[config.mk]
export PLATFORM = sky130hd
export DESIGN_NAME = serializador
export DESIGN_NICKNAME = d
export VERILOG_FILES = /design/src/rtl/serializador_pkg.sv /design/src/rtl/ser_shift_reg.sv /design/src/rtl/serializador.sv
export SDC_FILE = /design/constraint.sdc
export NUM_CORES = 1
export LEC_CHECK = 0
export CAP_MARGIN = 20
export CORE_MARGIN = 5
export CORE_UTILIZATION = 49
export DETAILED_ROUTE_END_ITERATION = 8
export PLACE_DENSITY = 0.9
export SETUP_SLACK_MARGIN = 0.1
export SLEW_MARGIN = 15
export SYNTH_ARGS = -nofsm -noshare
export SYNTH_HDL_FRONTEND = slang
export SYNTH_SLANG_ARGS = --single-unit
export TNS_END_PERCENT = 50
[constraint.sdc]
create_clock -name clk_100KHz -period 4.9 [get_ports clk_100KHz]
set_input_delay 0.98 -clock clk_100KHz [delete_from_list [all_inputs] [get_ports clk_100KHz]]
set_output_delay 0.98 -clock clk_100KHz [all_outputs]
set_load 0.03 [all_outputs]
[src/rtl/serializador_pkg.sv]
// Shared types and constants for the serializador byte-to-serial output stage.
package serializador_pkg;

   typedef enum logic [1:0] {
      IDLE = 2'd0,
      SEND = 2'd1,
      GAP  = 2'd2
   } state_t;

   localparam int   DATA_W      = 8;
   localparam logic SERIAL_IDLE = 1'b1;

endpackage

[src/rtl/ser_shift_reg.sv]
// Load/shift register with bit counter. Holds the frame bits still to be sent
// after the one currently on the line; bit_nxt is the bit to present next.
import serializador_pkg::*;

module ser_shift_reg #(
   parameter int FRAME_W = DATA_W
) (
   input  logic               clk,
   input  logic               reset,
   input  logic               load,
   input  logic               shift,
   input  logic [FRAME_W-2:0] data,
   output logic               bit_nxt,
   output logic               last
);

   localparam int CNT_W = $clog2(FRAME_W);

   logic [FRAME_W-2:0] sr;
   logic [CNT_W-1:0]   cnt;

   always_ff @(posedge clk) begin
      if (reset) begin
         sr  <= '0;
         cnt <= '0;
      end else if (load) begin
         sr  <= data;
         cnt <= '0;
      end else if (shift) begin
         sr  <= {sr[FRAME_W-3:0], 1'b0};
         cnt <= cnt + 1'b1;
      end
   end

   assign bit_nxt = sr[FRAME_W-2];
   assign last    = (cnt == CNT_W'(FRAME_W - 1));

endmodule

[src/rtl/serializador.sv]
// serializador: pops bytes from the queue and sends them MSB-first under a
// ready handshake. SERIALIZADOR_PARITY_EN appends an even parity bit.
import serializador_pkg::*;

module serializador #(
   parameter int DATA_W     = 8,
   parameter int GAP_CYCLES = 2
) (
   input  logic              clk_100KHz,
   input  logic              reset,
   input  logic [7:0]        len_in,
   input  logic [DATA_W-1:0] data_in,
   input  logic              ready_in,
   output logic              dequeue_out,
   output logic              serial_out,
   output logic              valid_out,
   output logic              busy_out,
   output logic              frame_done_out
);

`ifdef SERIALIZADOR_PARITY_EN
   localparam int FRAME_W = DATA_W + 1;
`else
   localparam int FRAME_W = DATA_W;
`endif
   localparam int GAP_W = (GAP_CYCLES > 1) ? $clog2(GAP_CYCLES) : 1;

   state_t             state, state_nxt;
   logic [GAP_W-1:0]   gap_cnt, gap_nxt;
   logic               deq_nxt, ser_nxt, vld_nxt, done_nxt;
   logic               load, shift, bit_nxt, last;
   logic [FRAME_W-1:0] frame;

`ifdef SERIALIZADOR_PARITY_EN
   assign frame = {data_in, ^data_in};
`else
   assign frame = data_in;
`endif

   ser_shift_reg #(.FRAME_W(FRAME_W)) u_shift (
      .clk     (clk_100KHz),
      .reset   (reset),
      .load    (load),
      .shift   (shift),
      .data    (frame[FRAME_W-2:0]),
      .bit_nxt (bit_nxt),
      .last    (last)
   );

   always_ff @(posedge clk_100KHz) begin
      if (reset) begin
         state          <= IDLE;
         gap_cnt        <= '0;
         dequeue_out    <= 1'b0;
         serial_out     <= SERIAL_IDLE;
         valid_out      <= 1'b0;
         busy_out       <= 1'b0;
         frame_done_out <= 1'b0;
      end else begin
         state          <= state_nxt;
         gap_cnt        <= gap_nxt;
         dequeue_out    <= deq_nxt;
         serial_out     <= ser_nxt;
         valid_out      <= vld_nxt;
         busy_out       <= (state_nxt != IDLE);
         frame_done_out <= done_nxt;
      end
   end

   always_comb begin
      state_nxt = state;
      gap_nxt   = gap_cnt;
      deq_nxt   = 1'b0;
      ser_nxt   = serial_out;
      vld_nxt   = valid_out;
      done_nxt  = 1'b0;
      load      = 1'b0;
      shift     = 1'b0;
      case (state)
         IDLE: begin
            ser_nxt = SERIAL_IDLE;
            vld_nxt = 1'b0;
            // The frame_done cycle doubles as the IDLE re-evaluation slot when there is no gap.
            if (len_in != '0 && ready_in && !frame_done_out) begin
               load      = 1'b1;
               deq_nxt   = 1'b1;
               ser_nxt   = frame[FRAME_W-1];
               vld_nxt   = 1'b1;
               state_nxt = SEND;
            end
         end
         SEND: begin
            if (ready_in) begin
               if (last) begin
                  vld_nxt   = 1'b0;
                  ser_nxt   = SERIAL_IDLE;
                  done_nxt  = 1'b1;
                  gap_nxt   = '0;
                  state_nxt = (GAP_CYCLES == 0) ? IDLE : GAP;
               end else begin
                  shift   = 1'b1;
                  ser_nxt = bit_nxt;
               end
            end
         end
         GAP: begin
            if (int'(gap_cnt) >= GAP_CYCLES - 1) state_nxt = IDLE;
            else gap_nxt = gap_cnt + 1'b1;
         end
         default: state_nxt = IDLE;
      endcase
   end

endmodule

---- Yosys cells after proc, flatten, opt, wreduce, memory -nomap -nowiden ----
Index checks and enable logic that the tools add are counted.
W data, S select, Z words.
storage, ports and cells
  input bits .............................. 19
  register bits ........................... 18
  logic and storage cells ................. 56
  output and inout bits ................... 5
cells by class
  $add $sub $neg .......................... 2
  equality and inequality tests ........... 6
  mux-type cells .......................... 22
  reduce and logical (&&, ||, !) cells .... 14
  magnitude comparators ................... 1
  bitwise operators ....................... 2
operators with widths
  operator               count
  $mux W7                2
  $mux W1                12
  $mux W2                4
  $reduce_bool A2 Y1     4
  $reduce_bool A8 Y1     1
  $ne A2 B2 Y1 const B   3
  $pmux W1 S2            3
  $pmux W2 S3            1
  $reduce_and A4 Y1      1
  $add A3 B1 Y3 const B  1
  $eq A3 B3 Y1 const B   1
  $reduce_and A3 Y1      1
  $reduce_or A3 Y1       1
  $eq A2 B1 Y1 const B   1
  $eq A2 B2 Y1 const B   1
  $logic_and A1 B1 Y1    2
  $logic_not A2 Y1       1
  $not A1 Y1             2
  $reduce_and A2 Y1      1
  $reduce_or A2 Y1       1
  $add A1 B1 Y1 const B  1
  $ge A1 B1 Y1 const B   1
  $logic_not A1 Y1       1

---- Depth between registers and ports, before layout ----
  depth in word-level cells ............... 6
  mapped depth ............................ 6
  gate-level depth less buffers ........... 5

---- Cells and area by module ----
From an unflattened synthesis, not the netlist that was laid out.
unflattened totals
  cell total of the unflattened synthesis .. 84
  area, all modules ....................... 847.1 um2
modules (own cells, without submodules)
  module         cells each  sequential area each (um2)  area an instance (um2)  times used
  ser_shift_reg  43          200.2                       452.9                   1
  serializador   41          160.2                       394.1                   1

---- Least setup slack after synthesis ----
Ideal clock, no wire load.
  kind .................................... input-to-reg
  from .................................... input port ready_in
  to ...................................... register u_shift.sr[1]
  path slack .............................. 2.815 ns
  cell stages on the path ................. 5
  library setup time ...................... 0.086 ns
  buffers on the path ..................... 2
  arrival ................................. 1.999 ns
  required time ........................... 4.814 ns
  cell sequence ........................... or4b_4 -> buf_6 -> a21o_1 -> buf_6 -> a211oi_1
between the ends
  longest elaborated chain between the ends .. 5
  elaborated cells on any way between the ends .. 8
  classes of those cells .................. 5 x mux; 3 x reduce/logical
ends and longest elaborated chain
  item                                           RTL line             text
  start, declared                                serializador.sv:13   input logic ready_in,
  $logic_and A1 B1 Y1 (2 in a row)               serializador.sv:84   if (len_in != '0 && ready_in && !frame_done_out) begin
  $mux W1                                        serializador.sv:84
  $mux W1                                        serializador.sv:79   case (state)
  $mux W7 or $reduce_bool A2 Y1 (tied branches)  n/a
  end signal, assigned                           ser_shift_reg.sv:27  sr <= data;
  end signal, assigned                           ser_shift_reg.sv:30  sr <= {sr[FRAME_W-3:0], 1'b0};
  end, declared                                  ser_shift_reg.sv:19  logic [FRAME_W-2:0] sr;
Several ways; a longest one is shown, not always the timed one.
A chain may end at the register's enable or synchronous reset.

---- Worst setup path in the final report ----
  from .................................... input port len_in[1]
  to ...................................... register u_shift.sr[5]
between the ends
  longest elaborated chain between the ends .. 6
  elaborated cells on any way between the ends .. 7
  classes of those cells .................. 3 x mux; 4 x reduce/logical
ends and longest elaborated chain
  item                                           RTL line            text
  start, declared                                serializador.sv:11  input logic [7:0] len_in,
  $reduce_bool A8 Y1 *                           serializador.sv:84
  $logic_and A1 B1 Y1 * (2 in a row)             serializador.sv:84
  $mux W1 *                                      serializador.sv:84
  $mux W1 *                                      serializador.sv:79
  $mux W7 or $reduce_bool A2 Y1 (tied branches)  n/a
Mark *: on every way between the ends. The rest lies on a longest branch, timed or not.

==> flow_summary.toml <==
[die]
placementRows = 15
core_mm2 = 0.001689
die_w_um = 51.70
ios = 24
dieArea_mm2 = 0.002673
start_util = 0.5044
floorplan.die.height_um = 51.70

[placement]
placed_area_mm2 = 0.001071
dp_hpwl_um = 1331
io_buffers = 23
dp.cells = 116
place_congestion = 0.7487

[timing]
timing_worst_slew_pin_value_ns = 0.7755
slew_headroom = 0.4787
hold_viol = 0
finalSetupTns_ns = 0
skew_ns = 0.007946
fin_crit_ns = 2.472
setup_viol = 0
post-route-period-util = 0.5044
max_freq_mhz = 404.6
drv_slew = 0
rsz0062_at_grt = "false"

[clock_tree]
clk_latency_ns = 0.28
postCtsSetupBuffers = 0
ctsRootBufferMaster = "clkbuf_4"
holdBufCountCts = 0
cts_resized = 0
cts_inserted_buffers = 3
cts_tree = "yes"
clk_pin_slew_ns = 0.09
clock_path_buffers = 2
htree_num_levels = 1
clock_sink_count = 18

[status]
status = "finished, final reports clean"

[grt]
antenna_found_initial = 0
grt_pass1_vias = 630
grt_use_total = 0.1380
grt_max_degree = 20
grt-ovfl-total = 0
grt_pass1_wl_um = 2725

[critical_path]
path_max_fanout = 9
startpoint_type = "input pin"
crit_required_ns = 5.04
end_kind = "flop"
crit_type = "in2reg"
cp.arrival_ns = 2.61

[synth]
synth_top_area_share = 0.4229
ys_ff_latch = 18
yosysWarningCount = 0
ys_seq_area_frac = 0.4229
syn_area_um2 = 852.1
yosysUniqueCellTypes = 29
syn-num-nets = 102
yosys-top-cells-area = "dfxtp_1 42%, mux2i_1 11%, a211oi_1 11%"
synth_area_per_cell_um2 = 10.52
synth_top_cell_by_area = "dfxtp_1"
syn_inst = 81

[drt]
drc = 0
drt_iter0_drc = 5
routedWlPerCell_um = 14.95
ant_nets = 0
first_pass_iters = 4
wl_um = 1794
vias = 686
drt-vias-per-instance = 5.717

[final_layout]
syn2layout_area_growth_pct = 29.96
drive_above_1_share = 0.1068
nets = 125
utilization = 0.6556
n_antenna_cell = 0
fin_cells = 120
final_area_mm2 = 0.001107

[power_and_ir_drop]
irDropWorstVdd_mv = 0.1799
power_density_mw_per_mm2 = 277.1
power_leakage_nw = 0.4052

[min_path]
min_path_type = "reg2reg"

[flow_run]
max-cap-violations = 0
==> critical path, stage by stage <==
cell and delay [ns]:
clkdlybuf4s50_1 0.42, nor4_2 0.71, a21o_1 0.37, a211oi_1 0.12
==> cell usage after synthesis <==
cell type / n
and2b_1: 1
buf_2: 1
a211oi_1: 12
or4b_1: 1
a21boi_0: 1
a21oi_2: 1
a21oi_1: 4
o21a_1: 1
nand4b_1: 1
a21o_1: 3
buf_6: 3
a221o_1: 1
or4b_4: 1
nor2_1: 3
a31oi_1: 1
mux2i_1: 9
xnor2_1: 1
nor3_1: 3
dfxtp_1: 18
ha_1: 2
nor4bb_1: 1
or3b_2: 1
buf_1: 1
clkbuf_1: 1
inv_1: 1
nor4_2: 2
o21ai_0: 3
nand2b_1: 2
or2b_1: 1
==> state kept, by name, summed over array words and instances (netlist names) <==
signal / cells
serial_out: 1
state: 2
u_shift.sr: 7
busy_out: 1
u_shift.cnt: 3
dequeue_out: 1
gap_cnt: 1
frame_done_out: 1
valid_out: 1
==> cell families (layout without fill, tap and decap cells) <==
family                   Yosys count  in the layout  synth area share
AO/OA/AOI/OAI                     27             27            0.2203
flip-flops                        18             18            0.4229
AND/OR/NAND/NOR                   17             17            0.1527
multiplexers                       9              9            0.1057
buffers and inverters              7             29           0.05872
adder cells (fa/ha/maj)            2              2           0.02936
XOR/XNOR                           1              1           0.01028
==> layout by cell type, fill, tap and decap left out, drive strengths merged <==
| cell type | n |
|---|---|
| a211oi | 12 |
| a21boi | 1 |
| a21o | 3 |
| a21oi | 5 |
| a221o | 1 |
| a31oi | 1 |
| and2b | 1 |
| buf | 1 |
| clkbuf | 4 |
| clkdlybuf4s50 | 23 |
| dfxtp | 18 |
| ha | 2 |
| inv | 1 |
| mux2i | 9 |
| nand2b | 2 |
| nand4b | 1 |
| nor2 | 3 |
| nor3 | 3 |
| nor4 | 2 |
| nor4bb | 1 |
| o21a | 1 |
| o21ai | 3 |
| or2b | 1 |
| or3b | 1 |
| or4b | 2 |
| xnor2 | 1 |
==> final timing paths <==
path	start	end	slack, ns	cells past startpoint
setup / recovery	len_in[1]	u_shift.sr[5]$_SDFFE_PP0P_	2.43	4
hold reg to reg	valid_out$_SDFFE_PP0P_	valid_out$_SDFFE_PP0P_	0.49	2
setup reg to reg	u_shift.cnt[0]$_SDFFE_PP0P_	u_shift.sr[5]$_SDFFE_PP0P_	3.09	6
hold / removal	valid_out$_SDFFE_PP0P_	valid_out$_SDFFE_PP0P_	0.49	2
==> layer usage <==
metal  vias up  routed length (um)  share of wire  GRT usage
met2        12                 851           0.47     0.2288
li1        357                   -              -          -
met1       315                 853           0.48     0.1728
met4         0                  10         0.0056    0.03930
met3         2                  79          0.044    0.04011
met5         -                   0              0          0
==> where the power goes <==
group	switching (mW)	internal [mW]	leakage (nW)
Sequential	0.00579	0.155	0.148
Clock	0.0427	0.0451	0.0210
Combinational	0.0260	0.0318	0.236
==> layout make-up <==
| class | instances | area [um2] |
|---|---|---|
| well taps | 17 | 21.27 |
| clock buffers | 4 | 36.28 |
| inverters | 1 | 3.754 |
| repair buffers | 24 | 237.7 |
| multi-input cells | 56 | 447.9 |
| flip-flops and latches | 18 | 360.3 |
| fillers | 142 | 581.8 |
==> per-stage QoR <==
| step | power (mW) | hold slack, ns | setup slack [ns] |
|---|---|---|---|
| after floorplan | 0.1990 | 0.4649 | 2.815 |
| after global placement | 0.2200 | 0.4815 | 2.214 |
| after detailed placement | 0.2221 | 0.4737 | 2.133 |
| after CTS | 0.3097 | 0.4999 | 2.438 |
| after global routing | 0.3241 | 0.5324 | 2.347 |
| final | 0.3068 | 0.4919 | 2.428 |
Note: power is estimated with default switching activity, not from simulation.
